## src/rtl/uart_rx_pkg.sv

```systemverilog
// Shared constants for the UART pair: FSM encodings and prescaler limits.
// uart_tx imports the same package so both ends agree on the baud convention.
package uart_rx_pkg;

    typedef enum logic [1:0] {
        ST_IDLE  = 2'b00,
        ST_START = 2'b01,
        ST_DATA  = 2'b10,
        ST_STOP  = 2'b11
    } uart_state_t;

    localparam int MIN_PRESC           = 4;
    localparam int DEFAULT_PRESC_WIDTH = 21;
    localparam int DATA_BITS           = 8;

endpackage

```

## src/rtl/uart_rx_sync.sv

```systemverilog
// Multi-flop synchroniser for an asynchronous single-bit input.
// Flops reset to RESET_VAL so an idle-high line reads as idle straight out of reset.
module uart_rx_sync #(
    parameter int   STAGES    = 2,
    parameter logic RESET_VAL = 1'b1
) (
    input  logic CLK,
    input  logic rst,
    input  logic din,
    output logic dout
);

    generate
        if (STAGES < 2) begin : g_bad_stages
            $error("uart_rx_sync needs at least two stages");
        end
    endgenerate

    logic [STAGES-1:0] sync_q;

    always_ff @(posedge CLK) begin
        if (rst) begin
            sync_q <= {STAGES{RESET_VAL}};
        end else begin
            sync_q <= {sync_q[STAGES-2:0], din};
        end
    end

    assign dout = sync_q[STAGES-1];

endmodule

```

## src/rtl/uart_rx.sv

```systemverilog
// 8N1 UART receiver: start-bit detect, mid-bit sampling, stop-bit check.
// State | meaning
// IDLE  | waiting for a falling edge on the synchronised line (only when armed)
// START | counting half a bit, then confirming the start bit is still low
// DATA  | sampling eight data bits LSB first, one per bit time
// STOP  | sampling the stop bit; high gives rx_valid, low gives frame_error
module uart_rx
    import uart_rx_pkg::*;
#(
    parameter int PRESC_WIDTH = DEFAULT_PRESC_WIDTH,
    parameter int SYNC_STAGES = 2
) (
    input  logic                   CLK,
    input  logic                   rst,
    input  logic                   RX,
    input  logic [PRESC_WIDTH-1:0] prescaler_in,
    output logic [7:0]             rx_data,
    output logic                   rx_valid,
    output logic                   frame_error,
    output logic                   rx_active
);

    logic rx_s;

    uart_rx_sync #(
        .STAGES    (SYNC_STAGES),
        .RESET_VAL (1'b1)
    ) u_sync (
        .CLK  (CLK),
        .rst  (rst),
        .din  (RX),
        .dout (rx_s)
    );

    uart_state_t            state_q, state_d;
    logic [PRESC_WIDTH-1:0] cnt_q, cnt_d;
    logic [PRESC_WIDTH-1:0] nl_q, nl_d;
    logic [PRESC_WIDTH-1:0] presc_clamped;
    logic [2:0]             bit_idx_q, bit_idx_d;
    logic [7:0]             shift_q, shift_d;
    logic [7:0]             rx_data_q, rx_data_d;
    logic                   rx_valid_q, rx_valid_d;
    logic                   frame_error_q, frame_error_d;
    logic                   armed_q, armed_d;
    logic                   cnt_zero;

    assign presc_clamped = (prescaler_in < PRESC_WIDTH'(MIN_PRESC)) ?
                           PRESC_WIDTH'(MIN_PRESC) : prescaler_in;
    assign cnt_zero      = (cnt_q == '0);

    always_ff @(posedge CLK) begin
        if (rst) begin
            state_q       <= ST_IDLE;
            cnt_q         <= '0;
            nl_q          <= PRESC_WIDTH'(MIN_PRESC);
            bit_idx_q     <= '0;
            shift_q       <= '0;
            rx_data_q     <= '0;
            rx_valid_q    <= 1'b0;
            frame_error_q <= 1'b0;
            armed_q       <= 1'b0;
        end else begin
            state_q       <= state_d;
            cnt_q         <= cnt_d;
            nl_q          <= nl_d;
            bit_idx_q     <= bit_idx_d;
            shift_q       <= shift_d;
            rx_data_q     <= rx_data_d;
            rx_valid_q    <= rx_valid_d;
            frame_error_q <= frame_error_d;
            armed_q       <= armed_d;
        end
    end

    always_comb begin
        state_d       = state_q;
        cnt_d         = cnt_q;
        nl_d          = nl_q;
        bit_idx_d     = bit_idx_q;
        shift_d       = shift_q;
        rx_data_d     = rx_data_q;
        rx_valid_d    = 1'b0;
        frame_error_d = 1'b0;
        armed_d       = armed_q;

        unique case (state_q)
            ST_IDLE: begin
                // Arming needs a high line first, so a break cannot retrigger.
                if (rx_s) begin
                    armed_d = 1'b1;
                end
                if (armed_q && !rx_s) begin
                    nl_d    = presc_clamped;
                    cnt_d   = (presc_clamped >> 1) - PRESC_WIDTH'(1);
                    state_d = ST_START;
                end
            end

            ST_START: begin
                if (cnt_zero) begin
                    if (!rx_s) begin
                        cnt_d     = nl_q - PRESC_WIDTH'(1);
                        bit_idx_d = '0;
                        state_d   = ST_DATA;
                    end else begin
                        state_d = ST_IDLE;
                    end
                end else begin
                    cnt_d = cnt_q - PRESC_WIDTH'(1);
                end
            end

            ST_DATA: begin
                if (cnt_zero) begin
                    shift_d   = {rx_s, shift_q[7:1]};
                    cnt_d     = nl_q - PRESC_WIDTH'(1);
                    bit_idx_d = bit_idx_q + 3'd1;
                    if (bit_idx_q == 3'(DATA_BITS - 1)) begin
                        state_d = ST_STOP;
                    end
                end else begin
                    cnt_d = cnt_q - PRESC_WIDTH'(1);
                end
            end

            ST_STOP: begin
                if (cnt_zero) begin
                    rx_data_d = shift_q;
                    state_d   = ST_IDLE;
                    if (rx_s) begin
                        rx_valid_d = 1'b1;
                    end else begin
                        frame_error_d = 1'b1;
                        armed_d       = 1'b0;
                    end
                end else begin
                    cnt_d = cnt_q - PRESC_WIDTH'(1);
                end
            end

            default: begin
                state_d = ST_IDLE;
            end
        endcase
    end

    assign rx_data     = rx_data_q;
    assign rx_valid    = rx_valid_q;
    assign frame_error = frame_error_q;
    assign rx_active   = (state_q != ST_IDLE);

endmodule
```

## config.mk

```make
export PLATFORM = sky130hd
export DESIGN_NAME = uart_rx
export DESIGN_NICKNAME = d
export VERILOG_FILES = /design/src/rtl/uart_rx_pkg.sv /design/src/rtl/uart_rx_sync.sv /design/src/rtl/uart_rx.sv
export SDC_FILE = /design/constraint.sdc
export NUM_CORES = 1
export LEC_CHECK = 0
export ABC_AREA = 1
export BUFFER_PORTS_ARGS = -buffer_cell sky130_fd_sc_hd__buf_2
export CORE_MARGIN = 1.5
export CORE_UTILIZATION = 66
export DETAILED_ROUTE_END_ITERATION = 8
export PLACE_DENSITY = 0.83
export SLEW_MARGIN = 20
export SYNTH_ARGS = -nofsm -noshare
export SYNTH_HDL_FRONTEND = slang
export SYNTH_SLANG_ARGS = --single-unit
```

## constraint.sdc

```tcl
create_clock -name CLK -period 5.1 [get_ports CLK]
set_input_delay 0.765 -clock CLK [delete_from_list [all_inputs] [get_ports CLK]]
set_output_delay 0.765 -clock CLK [all_outputs]
set_load 0.1 [all_outputs]
```

-- After elaboration in Yosys (flattened, before gate mapping)
Index checks and enable logic that the tools add are counted.
- register bits after elaboration: 68
- output and inout port bits: 11
- add/subtract/negate cells: 4
- eq/ne operators: 14
- muxes and demuxes: 24
- magnitude comparators: 1
- reductions and logical operators: 15
- bitwise operators: 2
- operators with widths (kind ; number):
    21-bit two-way mux ; 6
    21-bit case mux with 4 select lines ; 1
    21-bit by 1-bit subtractor with 21-bit output (second input constant) ; 2
    21-bit logical NOT ; 1
    21-bit by 3-bit less-than comparator with 1-bit output (second input constant) ; 1
    20-bit by 1-bit subtractor with 21-bit output (second input constant) ; 1
    2-bit inequality test (second input constant) ; 8
    2-bit two-way mux ; 6
    3-bit two-way mux ; 3
    2-bit case mux with 4 select lines ; 1
    4-bit AND reduction ; 2
    3-bit case mux with 2 select lines ; 1
    2-bit AND reduction ; 3
    2-bit nonzero test ; 3
    1-bit two-way mux ; 5
    5-bit AND reduction ; 1
    2-bit == test (second input constant) ; 2
    3-bit by 1-bit adder with 3-bit output (second input constant) ; 1
    3-bit == test (second input constant) ; 1
    3-bit inequality test (second input constant) ; 1
    3-bit AND reduction ; 1
    3-bit OR reduction ; 1
    2-bit by 1-bit == test with 1-bit output (second input constant) ; 1
    2-bit logical NOT ; 1
    other kinds (5) ; 6

-- Logic depth before layout (Yosys ltp)
- depth after elaboration: 5
- depth in mapped cells: 16

-- Modules after synthesis
From an unflattened synthesis, not the netlist that was laid out.
- cells, all modules: 727
- area total of the unflattened synthesis: 4615.7 µm²
- by module, submodules not included (module ; instances ; area each (µm²) ; cells each):
    uart_rx ; 1 ; 4556.9 ; 720
    uart_rx_sync ; 1 ; 58.8 ; 7

-- Least setup slack after synthesis
Ideal clock, no wire load.
- kind: register to output
- start point: reg state_q[0]
- end point: out rx_active
- setup slack: 2.215 ns
- stages on the path, launching flop included: 7
- arrival: 2.120 ns
- required time: 4.335 ns
- path buffers: 3
- cells stage by stage: dfxtp_1 inv_1 ha_1 buf_2 inv_1 clkbuf_1 clkbuf_1
- word-level cells in the longest chain between the ends: 1
- RTL lines (item ; RTL line ; RTL):
    from (decl) ; uart_rx.sv:35 ; uart_state_t state_q, state_d;
    from (signal assigned) ; uart_rx.sv:63 ; state_q <= state_d;
    2-bit nonzero test ; uart_rx.sv:150 ; assign rx_active = (state_q != ST_IDLE);
    to (decl) ; uart_rx.sv:20 ; output logic rx_active
Every way passes these cells.

-- Worst setup path in the final report
Same ends and word-level chain as after synthesis.

==> flow_summary.rst <==
.. list-table::
   :header-rows: 1

   * - Metric
     - Value
   * - Buffers on Ports
     - 34
   * - Worst rel slew slack
     - 0.394
   * - Clk buf depth
     - 2
   * - Post-detailed-route count of antenna-violating nets
     - 0
   * - Number of resized instances in the post-cts repair step
     - 0
   * - CP max FO
     - 20
   * - Core region area
     - 0.00672 mm²
   * - Share of total power in the clock network
     - 0.177
   * - Synth cell types
     - 36
   * - Sequential share of the synthesized area
     - 0.300
   * - Gp weighted congestion
     - between 0.9 and 1
   * - Hold WC Path Type
     - reg2reg
   * - # setup viols final
     - 0
   * - Largest net degree at the start of global routing
     - between 40 and 50
   * - Library cell used as clock root buffer
     - sky130_fd_sc_hd__clkbuf_8
   * - Number of global-route vias before repair
     - 4290
   * - Post-Place Cell Area
     - 0.00471 mm²
   * - Yosys synthesis warning count
     - 0
   * - Number of DRC markers after the initial detailed-route iteration
     - 527
   * - Count of buffering cells on the critical path with inverters included
     - 4
   * - Final Non-Filler Cells
     - slightly above 800
   * - Worst setup timing slack at the placement stage
     - between 2 and 2.5 ns
   * - Count of state elements after synthesis
     - 68
   * - Placed cell count
     - ~810
   * - CTS tree
     - yes
   * - Endpoint class of the critical path
     - output port
   * - Mean instance size in the synthesized netlist
     - approximately 6.3 µm²
   * - Most used cell, CP
     - sky130_fd_sc_hd__inv_1
   * - Std-Cell Rows
     - 30
   * - CTS Sinks
     - 68
   * - Largest area contributor in the netlist
     - sky130_fd_sc_hd__dfxtp_1
   * - Netlist area before placement
     - 0.00454 mm²
   * - Die height
     - between 80 and 90 µm
   * - Ratio of cells with drive above 1 in the final layout
     - 0.107
   * - Clock transition at the registers of the reported paths
     - 0.09 ns
   * - Slowest stage cell, crit path
     - sky130_fd_sc_hd__buf_2
   * - LEAKAGE
     - roughly 2.3 nW
   * - Number of instances in the synthesized netlist
     - just over 700
   * - Worst path cell trace
     - inv_1 -> ha_1 -> buf_4 -> inv_1 -> buf_2
   * - Cell class contributing the biggest share of worst-path delay
     - buffers and inverters
   * - NetSw
     - 1.32 mW
   * - Die Width
     - approximately 86 µm
   * - Number of optimization iterations in the first detailed-route pass
     - 5
   * - Count of H-tree levels built during CTS
     - 3
   * - Clock latency of the later-clocked register in the worst-skew pair
     - about 0.36 ns
   * - Crit share post-route
     - 0.564
   * - Internal power
     - 1.28 mW
   * - Area enclosed by the die boundary
     - approximately 0.0074 mm²
   * - IR drop worst, VDD
     - ~0.24 mV
   * - EDFF count, synth
     - 0
   * - CP peak stage delay
     - approximately 0.50 ns
   * - Final Max Tran Viols
     - 0
   * - Most instantiated flip-flop cell in the synthesis netlist
     - sky130_fd_sc_hd__dfxtp_1
   * - Share of Yosys cell area claimed by the top area cell type
     - 0.300
   * - Setup repair after global routing missed its margin
     - no
   * - # hold bufs at CTS
     - 0
   * - Power per standard cell area
     - about 530 mW/mm²
   * - Seq pwr share
     - 0.276
   * - Top-Level Pins
     - 35
   * - Post-route DRC
     - 0
   * - Gate power share
     - 0.547
   * - Gr ovfl total
     - 0
   * - Global-route wire length before repair
     - around 21 mm
   * - Launching element type of the critical path
     - flop
   * - Number of nets in the synthesized netlist
     - approximately 750
   * - Critical path arrival
     - around 2.1 ns
   * - Worst path setup slack after routing
     - 2.22 ns
   * - Net Sw Frac
     - 0.508
   * - Fin Clk Skew
     - approximately 0.015 ns
   * - Detailed-route wire length per cell
     - roughly 16 µm
   * - Asr flop ratio synth
     - 0
   * - Initial core utilization
     - 0.676
   * - Max-capacitance violation count
     - 0
   * - Layout area overhead
     - 8.09%
   * - Status
     - complete, no violations
   * - Total wire length after detailed routing
     - 13.2 mm
   * - Total number of nets in the final design
     - slightly below 800
   * - Vias per Instance
     - 5.82
   * - Top post-synthesis cells by area
     - sky130_fd_sc_hd__dfxtp_1 30%, sky130_fd_sc_hd__nand2_1 13%, sky130_fd_sc_hd__nor2_1 10%
   * - Number of endpoints with negative hold slack in the final report
     - 0
   * - Total via count after detailed routing
     - between 4000 and 5000
   * - Data required time at the worst endpoint
     - 4.34 ns
   * - Post-route minimum period
     - 2.88 ns
   * - Kind of critical path
     - reg2out
   * - Achievable frequency
     - around 0.35 GHz
   * - TNS Setup
     - 0 ns
   * - Overall power after layout
     - approximately 2.6 mW
   * - Slew @ Worst Pin
     - ~0.91 ns
   * - Final instance area
     - roughly 0.0049 mm²
   * - Antenna violations before repair
     - 0
   * - Overall track demand over capacity in global routing
     - 0.372
   * - Detailed Place HPWL
     - 9.62 mm
   * - Setup Fix Bufs, Post-CTS
     - 0
   * - Inserted Diodes
     - 0
   * - Number of CTS-inserted buffers
     - 9
kinds of logic (layout without fill, tap and decap cells):
| logic type | Yosys count | in the layout | synth area share |
|---|---|---|---|
| flops | 68 | 68 | 0.300 |
| fa+ha+maj | 10 | 10 | 0.0275 |
| simple gates | 380 | 380 | 0.359 |
| buf+inv | 97 | 128 | 0.0900 |
| compound gates | 133 | 133 | 0.168 |
| xor+xnor | 29 | 29 | 0.0559 |
synth_stat cells (2+ instances only):
master and number:
sky130_fd_sc_hd__inv_1 72, sky130_fd_sc_hd__nand2_2 2, sky130_fd_sc_hd__nand2_1 160, sky130_fd_sc_hd__dfxtp_1 68
sky130_fd_sc_hd__buf_2 2, sky130_fd_sc_hd__or2_2 5, sky130_fd_sc_hd__nor2_2 8, sky130_fd_sc_hd__ha_1 10
sky130_fd_sc_hd__a21o_1 2, sky130_fd_sc_hd__nor2_4 3, sky130_fd_sc_hd__nand3b_1 2, sky130_fd_sc_hd__a31oi_1 2
sky130_fd_sc_hd__xnor2_1 10, sky130_fd_sc_hd__a211oi_2 2, sky130_fd_sc_hd__nor3_1 11, sky130_fd_sc_hd__clkbuf_1 15
sky130_fd_sc_hd__nor2_1 124, sky130_fd_sc_hd__inv_4 2, sky130_fd_sc_hd__a21oi_1 53, sky130_fd_sc_hd__o21ai_1 9
sky130_fd_sc_hd__nor4_1 3, sky130_fd_sc_hd__a211oi_1 19, sky130_fd_sc_hd__nand3_2 3, sky130_fd_sc_hd__o22ai_1 4
sky130_fd_sc_hd__o21ai_0 37, sky130_fd_sc_hd__nand4_1 5, sky130_fd_sc_hd__nand3_1 52, sky130_fd_sc_hd__xor2_1 19
sky130_fd_sc_hd__buf_6 5, sky130_fd_sc_hd__o31ai_1 2
worst register-to-register path, delay by kind of cell, from the launching register on:
| family | cells | cell delay [ns] |
|---|---|---|
| compound gates | 4 | 1.05 |
| simple gates | 3 | 0.46 |
| fa+ha+maj | 1 | 0.21 |
| flops | 1 | 0.35 |
| buf+inv | 2 | 0.41 |
stage by stage:
| stage | hold slack, ns | utilization |
|---|---|---|
| global route | 0.439 | 0.731 |
| global placement | 0.394 | 0.702 |
| detailed placement | 0.397 | 0.702 |
| CTS | 0.416 | 0.731 |
| floorplan | 0.389 | - |
| finish | 0.417 | 0.731 |
layout by cell type (no fill, tap or decap), types with 2 or more instances in the layout:
| master | synthesis | layout |
|---|---|---|
| sky130_fd_sc_hd__a211oi_1 | 19 | 19 |
| sky130_fd_sc_hd__a211oi_2 | 2 | 2 |
| sky130_fd_sc_hd__a21o_1 | 2 | 2 |
| sky130_fd_sc_hd__a21oi_1 | 53 | 53 |
| sky130_fd_sc_hd__a31oi_1 | 2 | 2 |
| sky130_fd_sc_hd__buf_2 | 2 | 34 |
| sky130_fd_sc_hd__buf_4 | 0 | 3 |
| sky130_fd_sc_hd__clkbuf_8 | 0 | 9 |
| sky130_fd_sc_hd__clkinv_2 | 0 | 2 |
| sky130_fd_sc_hd__dfxtp_1 | 68 | 68 |
| sky130_fd_sc_hd__ha_1 | 10 | 10 |
| sky130_fd_sc_hd__inv_1 | 72 | 72 |
| sky130_fd_sc_hd__inv_4 | 2 | 2 |
| sky130_fd_sc_hd__inv_6 | 0 | 2 |
| sky130_fd_sc_hd__nand2_1 | 160 | 160 |
| sky130_fd_sc_hd__nand2_2 | 2 | 2 |
| sky130_fd_sc_hd__nand3_1 | 52 | 52 |
| sky130_fd_sc_hd__nand3_2 | 3 | 3 |
| sky130_fd_sc_hd__nand3b_1 | 2 | 2 |
| sky130_fd_sc_hd__nand4_1 | 5 | 5 |
| sky130_fd_sc_hd__nor2_1 | 124 | 124 |
| sky130_fd_sc_hd__nor2_2 | 8 | 8 |
| sky130_fd_sc_hd__nor2_4 | 3 | 3 |
| sky130_fd_sc_hd__nor3_1 | 11 | 11 |
| sky130_fd_sc_hd__nor4_1 | 3 | 3 |
| sky130_fd_sc_hd__o21ai_0 | 37 | 37 |
| sky130_fd_sc_hd__o21ai_1 | 9 | 9 |
| sky130_fd_sc_hd__o22ai_1 | 4 | 4 |
| sky130_fd_sc_hd__o31ai_1 | 2 | 2 |
| sky130_fd_sc_hd__or2_2 | 5 | 5 |
| sky130_fd_sc_hd__xnor2_1 | 10 | 10 |
| sky130_fd_sc_hd__xor2_1 | 19 | 19 |
state kept, by name, summed over array words and instances, names as in the netlist, named ones only:
signal / flops
rx_data: 8
frame_error: 1
nl_q: 21
state_q: 1
rx_valid: 1
shift_q: 8
cnt_q: 21
armed_q: 1
u_sync.sync_q: 2
bit_idx_q: 3
final timing paths:
path | end | cells after the start | start | slack [ns]
setup / recovery | rx_active | 5 | state_q[0] | 2.22
hold / removal | u_sync.sync_q[1] | 1 | u_sync.sync_q[0] | 0.42
setup reg to reg | cnt_q[10] | 10 | cnt_q[0] | 2.47
hold reg to reg | u_sync.sync_q[1] | 1 | u_sync.sync_q[0] | 0.42
area by class of cell:
| cell class | count | area (µm²) |
|---|---|---|
| Multi-Input combinational cell | 552 | 2770 |
| Fill cell | 603 | 1810 |
| Sequential cell | 68 | 1360 |
| Inverter | 75 | 287 |
| Timing Repair Buffer | 37 | 193 |
| Clock buffer | 9 | 124 |
| Tap cell | 80 | 100 |
| Clock inverter | 7 | 73.8 |
power groups by stage:
stage / clock [mW] / combinational (mW) / sequential [mW]
2_1_floorplan: 0 / 1.10 / 0.700
5_1_grt: 0.484 / 1.57 / 0.729
3_3_place_gp: 0 / 1.36 / 0.724
6_report: 0.460 / 1.43 / 0.720
4_1_cts: 0.458 / 1.39 / 0.715
3_5_place_dp: 0 / 1.37 / 0.727
layer usage:
layer | share of wire | vias to the layer above | track usage
met5 | 0 | - | 0
met4 | 0.021 | 0 | 0.109
met3 | 0.10 | 34 | 0.0597
met2 | 0.44 | 238 | 0.568
met1 | 0.44 | 2146 | 0.542
li1 | - | 2403 | -
No activity file was read; power rests on OpenSTA's default activity.
